### config.mk
export PLATFORM = sky130hd
export DESIGN_NAME = jpeg_frame_sequencer_flat
export DESIGN_NICKNAME = d
export VERILOG_FILES = /design/src/rtl/jpeg_frame_sequencer_if.sv /design/src/rtl/jpeg_frame_sequencer.sv /design/src/flat_wrapper.sv
export SDC_FILE = /design/constraint.sdc
export NUM_CORES = 1
export LEC_CHECK = 0
export BUFFER_PORTS_ARGS = -buffer_cell sky130_fd_sc_hd__buf_2
export CAP_MARGIN = 20
export CORE_MARGIN = 2
export CORE_UTILIZATION = 52
export DETAILED_ROUTE_END_ITERATION = 10
export PLACE_DENSITY = 0.79
export SLEW_MARGIN = 0
export SYNTH_ARGS = -nofsm -noshare
export SYNTH_HDL_FRONTEND = slang
export SYNTH_SLANG_ARGS = --single-unit
### constraint.sdc
create_clock -name clk -period 2.7 [get_ports clk]
set_clock_uncertainty 0.2 [all_clocks]
set_input_delay 0 -clock clk [delete_from_list [all_inputs] [get_ports clk]]
set_output_delay 0 -clock clk [all_outputs]
set_load 0.02 [all_outputs]
### src/rtl/jpeg_frame_sequencer_if.sv
// ---------------------------------------------------------------------------
// jpeg_frame_sequencer_if
//   8-bit AXI-Stream byte channel used on both sides of the JPEG frame
//   sequencer.
//   Signals:
//     tdata  [7:0]  byte payload
//     tvalid        source has a byte
//     tready        sink accepts the byte (transfer on tvalid & tready)
//     tlast         last byte of a frame/scan
//     tuser         start-of-file marker (driven by the sequencer output only)
//   Modports:
//     master  drives tdata/tvalid/tlast/tuser, samples tready
//     slave   samples tdata/tvalid/tlast, drives tready (the scan input
//             carries no tuser)
// ---------------------------------------------------------------------------
interface jpeg_frame_sequencer_if;
   logic [7:0] tdata;
   logic       tvalid;
   logic       tready;
   logic       tlast;
   logic       tuser;

   modport master (output tdata, output tvalid, output tlast, output tuser, input tready);
   modport slave  (input tdata, input tvalid, input tlast, output tready);
endinterface

### src/rtl/jpeg_frame_sequencer.sv
// ---------------------------------------------------------------------------
// jpeg_frame_sequencer
//   Emits one complete JPEG file per start pulse on an 8-bit AXI-Stream:
//   header bytes read from an external ROM, then the entropy-coded scan bytes
//   (with 0xFF -> 0xFF,0x00 byte stuffing when STUFF_EN=1), then the EOI
//   marker 0xFF,0xD9.
//   Ports:
//     clk, rst          clock, synchronous active-high reset
//     start             frame start pulse, dropped while busy
//     busy              frame in progress (until the 0xD9 byte handshakes)
//     frame_done        pulse on the 0xD9 output handshake
//     frame_bytes[31:0] bytes emitted in current/last frame
//     hdr_addr/hdr_data header ROM read port (combinational ROM)
//     s_axis            scan byte input (slave)
//     m_axis            file byte output (master), tuser = first byte,
//                       tlast = EOI 0xD9
// ---------------------------------------------------------------------------
module jpeg_frame_sequencer #(
   parameter int unsigned HEADER_SIZE = 623,
   parameter int unsigned HDR_AW      = 10,
   parameter bit          STUFF_EN    = 1'b1
) (
   input  logic                  clk,
   input  logic                  rst,
   input  logic                  start,
   output logic                  busy,
   output logic                  frame_done,
   output logic [31:0]           frame_bytes,
   output logic [HDR_AW-1:0]     hdr_addr,
   input  logic [7:0]            hdr_data,
   jpeg_frame_sequencer_if.slave  s_axis,
   jpeg_frame_sequencer_if.master m_axis
);

   typedef enum logic [2:0] {
      ST_IDLE,
      ST_HDR,
      ST_SCAN,
      ST_STUFF,
      ST_EOI_FF,
      ST_EOI_D9
   } state_e;

   localparam logic [HDR_AW-1:0] HDR_LAST = HDR_AW'(HEADER_SIZE - 1);

   state_e            state_q;
   logic [HDR_AW-1:0] hdr_addr_q;
   logic [31:0]       frame_bytes_q;
   logic [7:0]        tdata_q;
   logic              tvalid_q;
   logic              tlast_q;
   logic              tuser_q;
   logic              last_seen_q;   // tlast of a scan 0xFF awaiting its stuff byte

   logic load;      // output register may take a new byte this cycle
   logic out_hs;    // output handshake
   logic scan_hs;   // scan input handshake

   assign load    = !tvalid_q || m_axis.tready;
   assign out_hs  = tvalid_q && m_axis.tready;
   // The scan byte goes straight into the output register, so the input is
   // ready exactly when that register can load.
   assign s_axis.tready = (state_q == ST_SCAN) && load;
   assign scan_hs       = s_axis.tvalid && s_axis.tready;

   // The 0xD9 byte is loaded as the FSM returns to IDLE; the frame is still
   // in flight until that byte is taken by the sink.
   assign busy       = (state_q != ST_IDLE) || (tvalid_q && tlast_q);
   assign frame_done = out_hs && tlast_q;

   assign frame_bytes   = frame_bytes_q;
   assign hdr_addr      = hdr_addr_q;
   assign m_axis.tdata  = tdata_q;
   assign m_axis.tvalid = tvalid_q;
   assign m_axis.tlast  = tlast_q;
   assign m_axis.tuser  = tuser_q;

   // NOTE: sequential state uses non-blocking assignments only, so every
   // branch below sees the pre-edge register values.
   always_ff @(posedge clk) begin
      if (rst) begin
         state_q       <= ST_IDLE;
         hdr_addr_q    <= '0;
         frame_bytes_q <= '0;
         tdata_q       <= '0;
         tvalid_q      <= 1'b0;
         tlast_q       <= 1'b0;
         tuser_q       <= 1'b0;
         last_seen_q   <= 1'b0;
      end else begin
         if (out_hs) begin
            frame_bytes_q <= frame_bytes_q + 32'd1;
         end
         // Whenever the register can load but no state below supplies a
         // byte, it empties; tvalid therefore only falls after a handshake.
         if (load) begin
            tvalid_q <= 1'b0;
            tlast_q  <= 1'b0;
            tuser_q  <= 1'b0;
         end

         case (state_q)
            ST_IDLE: begin
               if (start && !busy) begin
                  state_q       <= ST_HDR;
                  hdr_addr_q    <= '0;
                  frame_bytes_q <= '0;
               end
            end
            ST_HDR: begin
               if (load) begin
                  tdata_q    <= hdr_data;
                  tvalid_q   <= 1'b1;
                  tuser_q    <= (hdr_addr_q == '0);
                  hdr_addr_q <= hdr_addr_q + 1'b1;
                  if (hdr_addr_q == HDR_LAST) begin
                     state_q <= ST_SCAN;
                  end
               end
            end
            ST_SCAN: begin
               if (scan_hs) begin
                  tdata_q  <= s_axis.tdata;
                  tvalid_q <= 1'b1;
                  if (STUFF_EN && (s_axis.tdata == 8'hFF)) begin
                     state_q     <= ST_STUFF;
                     last_seen_q <= s_axis.tlast;
                  end else if (s_axis.tlast) begin
                     state_q <= ST_EOI_FF;
                  end
               end
            end
            ST_STUFF: begin
               if (load) begin
                  tdata_q  <= 8'h00;
                  tvalid_q <= 1'b1;
                  state_q  <= last_seen_q ? ST_EOI_FF : ST_SCAN;
               end
            end
            ST_EOI_FF: begin
               if (load) begin
                  tdata_q  <= 8'hFF;
                  tvalid_q <= 1'b1;
                  state_q  <= ST_EOI_D9;
               end
            end
            ST_EOI_D9: begin
               if (load) begin
                  tdata_q  <= 8'hD9;
                  tvalid_q <= 1'b1;
                  tlast_q  <= 1'b1;
                  state_q  <= ST_IDLE;
               end
            end
            default: state_q <= ST_IDLE;
         endcase
      end
   end

endmodule
### src/flat_wrapper.sv
// flat-port wrapper written by rule: the top's interface ports become plain ports
module jpeg_frame_sequencer_flat 
#(
   parameter int unsigned HEADER_SIZE = 623,
   parameter int unsigned HDR_AW      = 10,
   parameter bit          STUFF_EN    = 1'b1
)
  (clk, rst, start, busy, frame_done, frame_bytes, hdr_addr, hdr_data, s_axis_tdata, s_axis_tvalid, s_axis_tlast, s_axis_tready, m_axis_tdata, m_axis_tvalid, m_axis_tlast, m_axis_tuser, m_axis_tready);
  jpeg_frame_sequencer_if s_axis_i ();
  jpeg_frame_sequencer_if m_axis_i ();
  input  logic clk;
  input  logic rst;
  input  logic start;
  output logic busy;
  output logic frame_done;
  output logic [31:0] frame_bytes;
  output logic [HDR_AW-1:0] hdr_addr;
  input  logic [7:0] hdr_data;
  input wire logic [$bits(s_axis_i.tdata)-1:0] s_axis_tdata;
  input wire logic [$bits(s_axis_i.tvalid)-1:0] s_axis_tvalid;
  input wire logic [$bits(s_axis_i.tlast)-1:0] s_axis_tlast;
  output wire logic [$bits(s_axis_i.tready)-1:0] s_axis_tready;
  output wire logic [$bits(m_axis_i.tdata)-1:0] m_axis_tdata;
  output wire logic [$bits(m_axis_i.tvalid)-1:0] m_axis_tvalid;
  output wire logic [$bits(m_axis_i.tlast)-1:0] m_axis_tlast;
  output wire logic [$bits(m_axis_i.tuser)-1:0] m_axis_tuser;
  input wire logic [$bits(m_axis_i.tready)-1:0] m_axis_tready;
  assign s_axis_i.tdata = s_axis_tdata;
  assign s_axis_i.tvalid = s_axis_tvalid;
  assign s_axis_i.tlast = s_axis_tlast;
  assign s_axis_tready = s_axis_i.tready;
  assign m_axis_tdata = m_axis_i.tdata;
  assign m_axis_tvalid = m_axis_i.tvalid;
  assign m_axis_tlast = m_axis_i.tlast;
  assign m_axis_tuser = m_axis_i.tuser;
  assign m_axis_i.tready = m_axis_tready;
  jpeg_frame_sequencer #(.HEADER_SIZE(HEADER_SIZE), .HDR_AW(HDR_AW), .STUFF_EN(STUFF_EN)) u_core (.clk(clk), .rst(rst), .start(start), .busy(busy), .frame_done(frame_done), .frame_bytes(frame_bytes), .hdr_addr(hdr_addr), .hdr_data(hdr_data), .s_axis(s_axis_i), .m_axis(m_axis_i));
endmodule
==> flow_metrics.tcl, run 1 <==
set metrics [dict create \
    drc_errors 0 \
    setup_slack_ns 0.224 \
    synth-main-ff-cell "dfxtp_1" \
    portBuffers 77 \
    ioPinCount 78 \
    hpwl_mm 4.79 \
    cts_root_buffer "clkbuf_8" \
    slew_headroom 0.602 \
    initial_core_util 0.549 \
    worstPathArrival_ns 2.55 \
    cts_buffer_depth 2 \
    p_sw_w 0.000959 \
    first_pass_iters 5 \
    grt_pass1_wl_mm 12.8 \
    viasPerCell 5.72 \
    antenna_found_initial 0 \
    grt_usage 0.261 \
    total_leakage_power_nw 1.52 \
    cts_buffers 9 \
    finalWeightedCongestion 0.819 \
    maxCapViolCount 0 \
    diodes 0 \
    clk_pin_slew_ns 0.06 \
    die_x_um 77.9 \
    core.rowCount 26 \
    insertion_delay_ns 0.33 \
    r2r_start "u_core.frame_bytes[0]$_SDFF_PP0_" \
    status "complete, no violations" \
    tns_ns 0 \
    drt_iter0_drc 170 \
    pwr-share-seq 0.387 \
    internal-power_w 0.00169 \
    drive_above_1_share 0.250 \
    ys_ff_latch 57 \
    synth.avg_cell_area_um2 8.35 \
    setup.worst_path.start "u_core.frame_bytes[0]$_SDFF_PP0_" \
    globalRouteOverflowTotal 0 \
    cts_tree "built" \
    synth-edff-count 0 \
    powerDensity_nw_per_um2 717 \
    cts_max_level 3 \
    yosysSeqAreaShare 0.402 \
    worst_slew_pin_slew_ns 0.593 \
    cp_max_fo 11 \
    core_area_um2 5170 \
    rsz0062_at_grt "false" \
    synth_cell_types 53 \
    finalHoldViolCount 0 \
    die_h_um 77.9 \
    crit_type "reg2reg" \
    ant_nets 0 \
    cp-end-kind "flip-flop" \
    n_fill_cell 382 \
    utilization 0.715 \
    post-route-period-util 0.917 \
    clockPowerShare 0.273 \
    start_kind "flip-flop" \
    synth_fp_nets 366 \
    yosysWarnings 0 \
    slew_violations 0 \
    syn_inst 340 \
    fin_area_um2 3700 \
    vias 2939 \
    fin_nets 466 \
    finalSetupViolCount 0 \
    place_area_um2 3290 \
    syn_area_um2 2840 \
    peakVddDrop_v 0.000548 \
    ys_async_sr_fraction 0 \
    worstPathRequired_ns 2.78 \
    p_comb_frac 0.340 \
    fmax_ghz 0.404 \
    grt_max_degree 19 \
    power_switching_share 0.362 \
    pre_cts_ws_ns 0.282 \
    die-area_um2 6060 \
    grt_pass1_vias 2762 \
    cts_sinks 57 \
    drt-total-wl_mm 7.47 \
    hp-start "s_axis_tvalid" \
    post-route-min-period_ns 2.48 \
    area_growth_pct 30.3 \
    wl_per_cell_um 14.5 \
    hp-class "in2reg" \
]
-- cell usage in the layout (no fill, tap or decap), drive strengths merged, types with 7 or more instances in the layout --
cell type	synthesis	routed
clkbuf	13	12
nor4	9	9
dfxtp	57	57
nor3	14	14
xor2	11	11
buf	3	83
nand3	12	12
dlygate4sd3	0	22
nor2	49	49
nand4	14	14
a21oi	16	16
inv	8	8
nand2	35	35
o211ai	7	7
xnor2	21	21
-- cell families after synthesis --
logic type,count (synthesis),share of synthesized area
AO/OA/AOI/OAI,48,0.116
XOR/XNOR,32,0.0988
adder cells (fa/ha/maj),4,0.0176
buffers and inverters,25,0.0339
flip-flops,57,0.402
multiplexers,6,0.0216
AND/OR/NAND/NOR,168,0.310
-- what timing repair did --
action / in CTS / in global routing
hold buffers: 22 / 0
endpoints found under the hold margin: 20 / 0
endpoints found under the setup margin: 0 / 3
setup buffers: 0 / 0
gates resized for setup: 0 / 2
-- power by group through the flow --
| stage | Clock (W) | Sequential (W) | Combinational [W] |
|---|---|---|---|
| final | 0.000725 | 0.00103 | 0.000901 |
| after global routing | 0.000772 | 0.00104 | 0.000977 |
| after CTS | 0.000740 | 0.00102 | 0.000875 |
| after detailed placement | 0 | 0.00103 | 0.000815 |
| after global placement | 0 | 0.00103 | 0.000800 |
| after floorplan | 0 | 0.00109 | 0.000521 |
-- routing by layer --
| metal | part of all wire | routed length [um] | track usage | up-vias |
|---|---|---|---|---|
| li1 | - | - | - | 1413 |
| met5 | 0 | 0 | 0 | - |
| met2 | 0.47 | 3500 | 0.415 | 122 |
| met3 | 0.051 | 383 | 0.0547 | 29 |
| met1 | 0.44 | 3320 | 0.323 | 1375 |
| met4 | 0.036 | 267 | 0.159 | 0 |
-- critical path: stages (launching register included) --
cell     delay (ns)
dfxtp_1        0.42
ha_1           0.20
nand3_2        0.09
or2_1          0.37
or4b_4         0.62
or4_1          0.43
nand2_1        0.10
-- layout make-up --
class | count | area, um^2 | share of cell area
flip-flops and latches | 57 | 1140 | 0.309
repair buffers | 105 | 651 | 0.176
multi-input cells | 258 | 1600 | 0.433
well taps | 70 | 87.6 | 0.0237
clock inverters | 3 | 15.0 | 0.00406
inverters | 9 | 37.5 | 0.0101
clock buffers | 12 | 165 | 0.0447
-- Yosys cell counts, types with 3 or more instances --
| cell | count | area share |
|---|---|---|
| xnor2_1 | 21 | 0.065 |
| mux2i_1 | 5 | 0.018 |
| xor2_1 | 11 | 0.034 |
| nor4_1 | 9 | 0.020 |
| o211ai_1 | 7 | 0.019 |
| a21oi_1 | 16 | 0.028 |
| inv_1 | 8 | 0.011 |
| or4_1 | 5 | 0.013 |
| or3_1 | 5 | 0.011 |
| nand2b_1 | 4 | 0.0088 |
| nand3_1 | 11 | 0.019 |
| ha_1 | 4 | 0.018 |
| nand2_1 | 35 | 0.046 |
| a22oi_1 | 5 | 0.013 |
| clkbuf_1 | 13 | 0.017 |
| nor2_1 | 49 | 0.065 |
| and3_1 | 4 | 0.0088 |
| nor3_1 | 13 | 0.023 |
| dfxtp_1 | 57 | 0.40 |
| a211oi_1 | 5 | 0.013 |
| a221oi_1 | 3 | 0.0093 |
| nand4_1 | 13 | 0.029 |
-- state kept, by name, indices dropped and copies added (netlist names), named ones only --
register	flops
u_core.last_seen_q	1
u_core.state_q	3
u_core.frame_bytes	32
u_core.m_axis.tdata	8
u_core.hdr_addr	10
u_core.m_axis.tvalid	1
-- metrics by stage --
step	hold WS, ns	instances	total power, W
after global placement	0.0576	477	0.00183
after floorplan	-0.0561	340	0.00161
after detailed placement	0.0737	477	0.00185
after CTS	0.0452	514	0.00263
final	0.0766	514	0.00265
after global routing	0.132	514	0.00279
-- path summary, 6_finish.rpt --
path         slack (ns)  cells past startpoint                           endpoint
min reg2reg        0.26                      2                          flip-flop
min                0.08                      4    u_core.m_axis.tvalid$_SDFF_PP0_
max                0.22                      6  u_core.frame_bytes[26]$_SDFF_PP0_
max reg2reg        0.22                      6  u_core.frame_bytes[26]$_SDFF_PP0_
(Power assumes the default switching activity.)
==> run 2, diff against run 1 <==
==> constraint.sdc (replaced) <==
create_clock -name clk -period 2.7 [get_ports clk]
set_clock_uncertainty 0.2 [all_clocks]
set_input_delay 0.135 -clock clk [delete_from_list [all_inputs] [get_ports clk]]
set_output_delay 0.135 -clock clk [all_outputs]
set_load 0.02 [all_outputs]
==> run 2 against run 1 <==
  * Sequential power about the same
  * Register-to-register slack hardly changed
  * Highest routed layer unchanged
  * Sequential share of layout area increased by 1.3 points
  * Critical path depth did not move
  * Power is 2.6% lower
  * Maximum frequency is 0.15% lower
  * Wire length decreased by 7.7%
  * Die area did not move
==> flow_metrics.tcl, run 2 (same netlist as run 1, synthesis figures left out) <==
set metrics [dict create \
    status "complete, no violations" \
    slew_headroom 0.598 \
    r2r_cells 6 \
    finalSetupViolCount 0 \
    r2r_start "u_core.frame_bytes[0]$_SDFF_PP0_" \
    stdcell_count 499 \
    hp-start "s_axis_tdata[4]" \
    drt-total-wl_mm 6.89 \
    min_to "u_core.m_axis.tdata[4]$_SDFFE_PP0P_" \
    grt_pass1_wl_mm 12.0 \
    grt_usage 0.243 \
    largest_reg_flops 32 \
    setup.worst_path.start "u_core.frame_bytes[0]$_SDFF_PP0_" \
    die_h_um 77.9 \
    cts_sinks 57 \
    globalRouteOverflowTotal 0 \
    finalPower_w 0.00258 \
    finalHoldViolCount 0 \
    core_area_um2 5170 \
    ioPinCount 78 \
    total_leakage_power_nw 1.46 \
    post_cts_buffers 0 \
    maxCapViolCount 0 \
    start_kind "flip-flop" \
    ant_nets 0 \
    timing.rr.end "u_core.frame_bytes[26]$_SDFF_PP0_" \
    wl_per_cell_um 13.8 \
    regArea_um2 1140 \
    antenna_found_initial 0 \
    fmax_ghz 0.403 \
    rsz0062_at_grt "false" \
    final_cell_mix "buf_2, dfxtp_1, nor2_1, nand2_1, xnor2_1" \
    drt_iter0_drc 138 \
    portBuffers 77 \
    die-area_um2 6060 \
    final_common_cell "buf_2" \
    crit_type "reg2reg" \
    cts_buffers 9 \
    diodes 0 \
    powerDensity_nw_per_um2 729 \
    vias 2817 \
    cts_root_buffer "clkbuf_8" \
    tns_ns 0 \
    worst_slew_pin_slew_ns 0.598 \
    post-route-min-period_ns 2.48 \
    peakVddDrop_v 0.000531 \
    post_cts_resized 0 \
    multi_input_area_um2 1600 \
    worstPathRequired_ns 2.77 \
    fin_nets 451 \
    viasPerCell 5.65 \
    grt_pass1_vias 2615 \
    initial_core_util 0.549 \
    insertion_delay_ns 0.33 \
    drc_errors 0 \
    worstPathArrival_ns 2.55 \
    reg2reg_slack_ns 0.22 \
    slew_violations 0 \
    hpwl_mm 4.79 \
    cts_max_level 3 \
    cts_buffer_depth 2 \
    clk_pin_slew_ns 0.06 \
    core.rowCount 26 \
    first_pass_iters 5 \
    drive_above_1_share 0.254 \
    cts_tree "built" \
    hp-class "in2reg" \
    finalWeightedCongestion 0.819 \
    cp_max_fo 11 \
    cp-end-kind "flip-flop" \
    area_growth_pct 24.9 \
    hold_depth 3 \
    grt_max_degree 19 \
    n_fill_cell 413 \
    post-route-period-util 0.918 \
    dp.cells 477 \
    die_x_um 77.9 \
]
[run 2: critical path, stage by stage (launching register included)]
cell and delay (ns):
dfxtp_1 0.42, ha_1 0.19, nand3_2 0.09, or2_1 0.37, or4b_4 0.63, or4_1 0.43, nand2_1 0.09
[run 2: final cells by class]
cell class	count	share of cell area
clock buffers	12	0.0466
repair buffers	90	0.141
inverters	9	0.00953
clock inverters	3	0.00424
multi-input cells	258	0.452
well taps	70	0.0247
flip-flops and latches	57	0.322
[run 2: report_power, final]
part	switching, W	internal (W)	total (W)
clock	0.000325	0.000398	0.000723
combinational	0.000508	0.000331	0.000839
sequential	0.0000940	0.000926	0.00102
[run 2: routing by layer]
metal  vias to the layer above  GRT usage  routed length [um]
met1                      1341      0.303                3220
li1                       1384          -                   -
met5                         -          0                   0
met4                         0      0.109                 119
met3                        10     0.0477                 339
met2                        82      0.404                3220
[run 2: how the worst max path moves through the flow]
stage	endpoint	slack, ns	cells after the start
finish	u_core.frame_bytes[26]$_SDFF_PP0_	0.22	6
global route	u_core.frame_bytes[26]$_SDFF_PP0_	0.14	6
CTS	u_core.frame_bytes[26]$_SDFF_PP0_	0.22	6
detailed placement	u_core.frame_bytes[28]$_SDFF_PP0_	0.28	6
global placement	u_core.frame_bytes[30]$_SDFF_PP0_	0.37	6
floorplan	u_core.frame_bytes[30]$_SDFF_PP0_	0.43	6
[run 2: timing repair]
item,CTS,global route
hold buffers,7,0
endpoints found under the setup margin,0,0
endpoints found under the hold margin,12,0
[run 2: per-stage QoR]
step	utilization	cell area, um^2	hold slack [ns]	worst slack, ns
floorplan	-	2840	0.0789	0.427
CTS	0.685	3540	0.00888	0.223
finish	0.685	3540	0.0245	0.220
global route	0.685	3540	0.0496	0.136
global placement	0.637	3290	0.193	0.373
detailed placement	0.637	3290	0.209	0.282
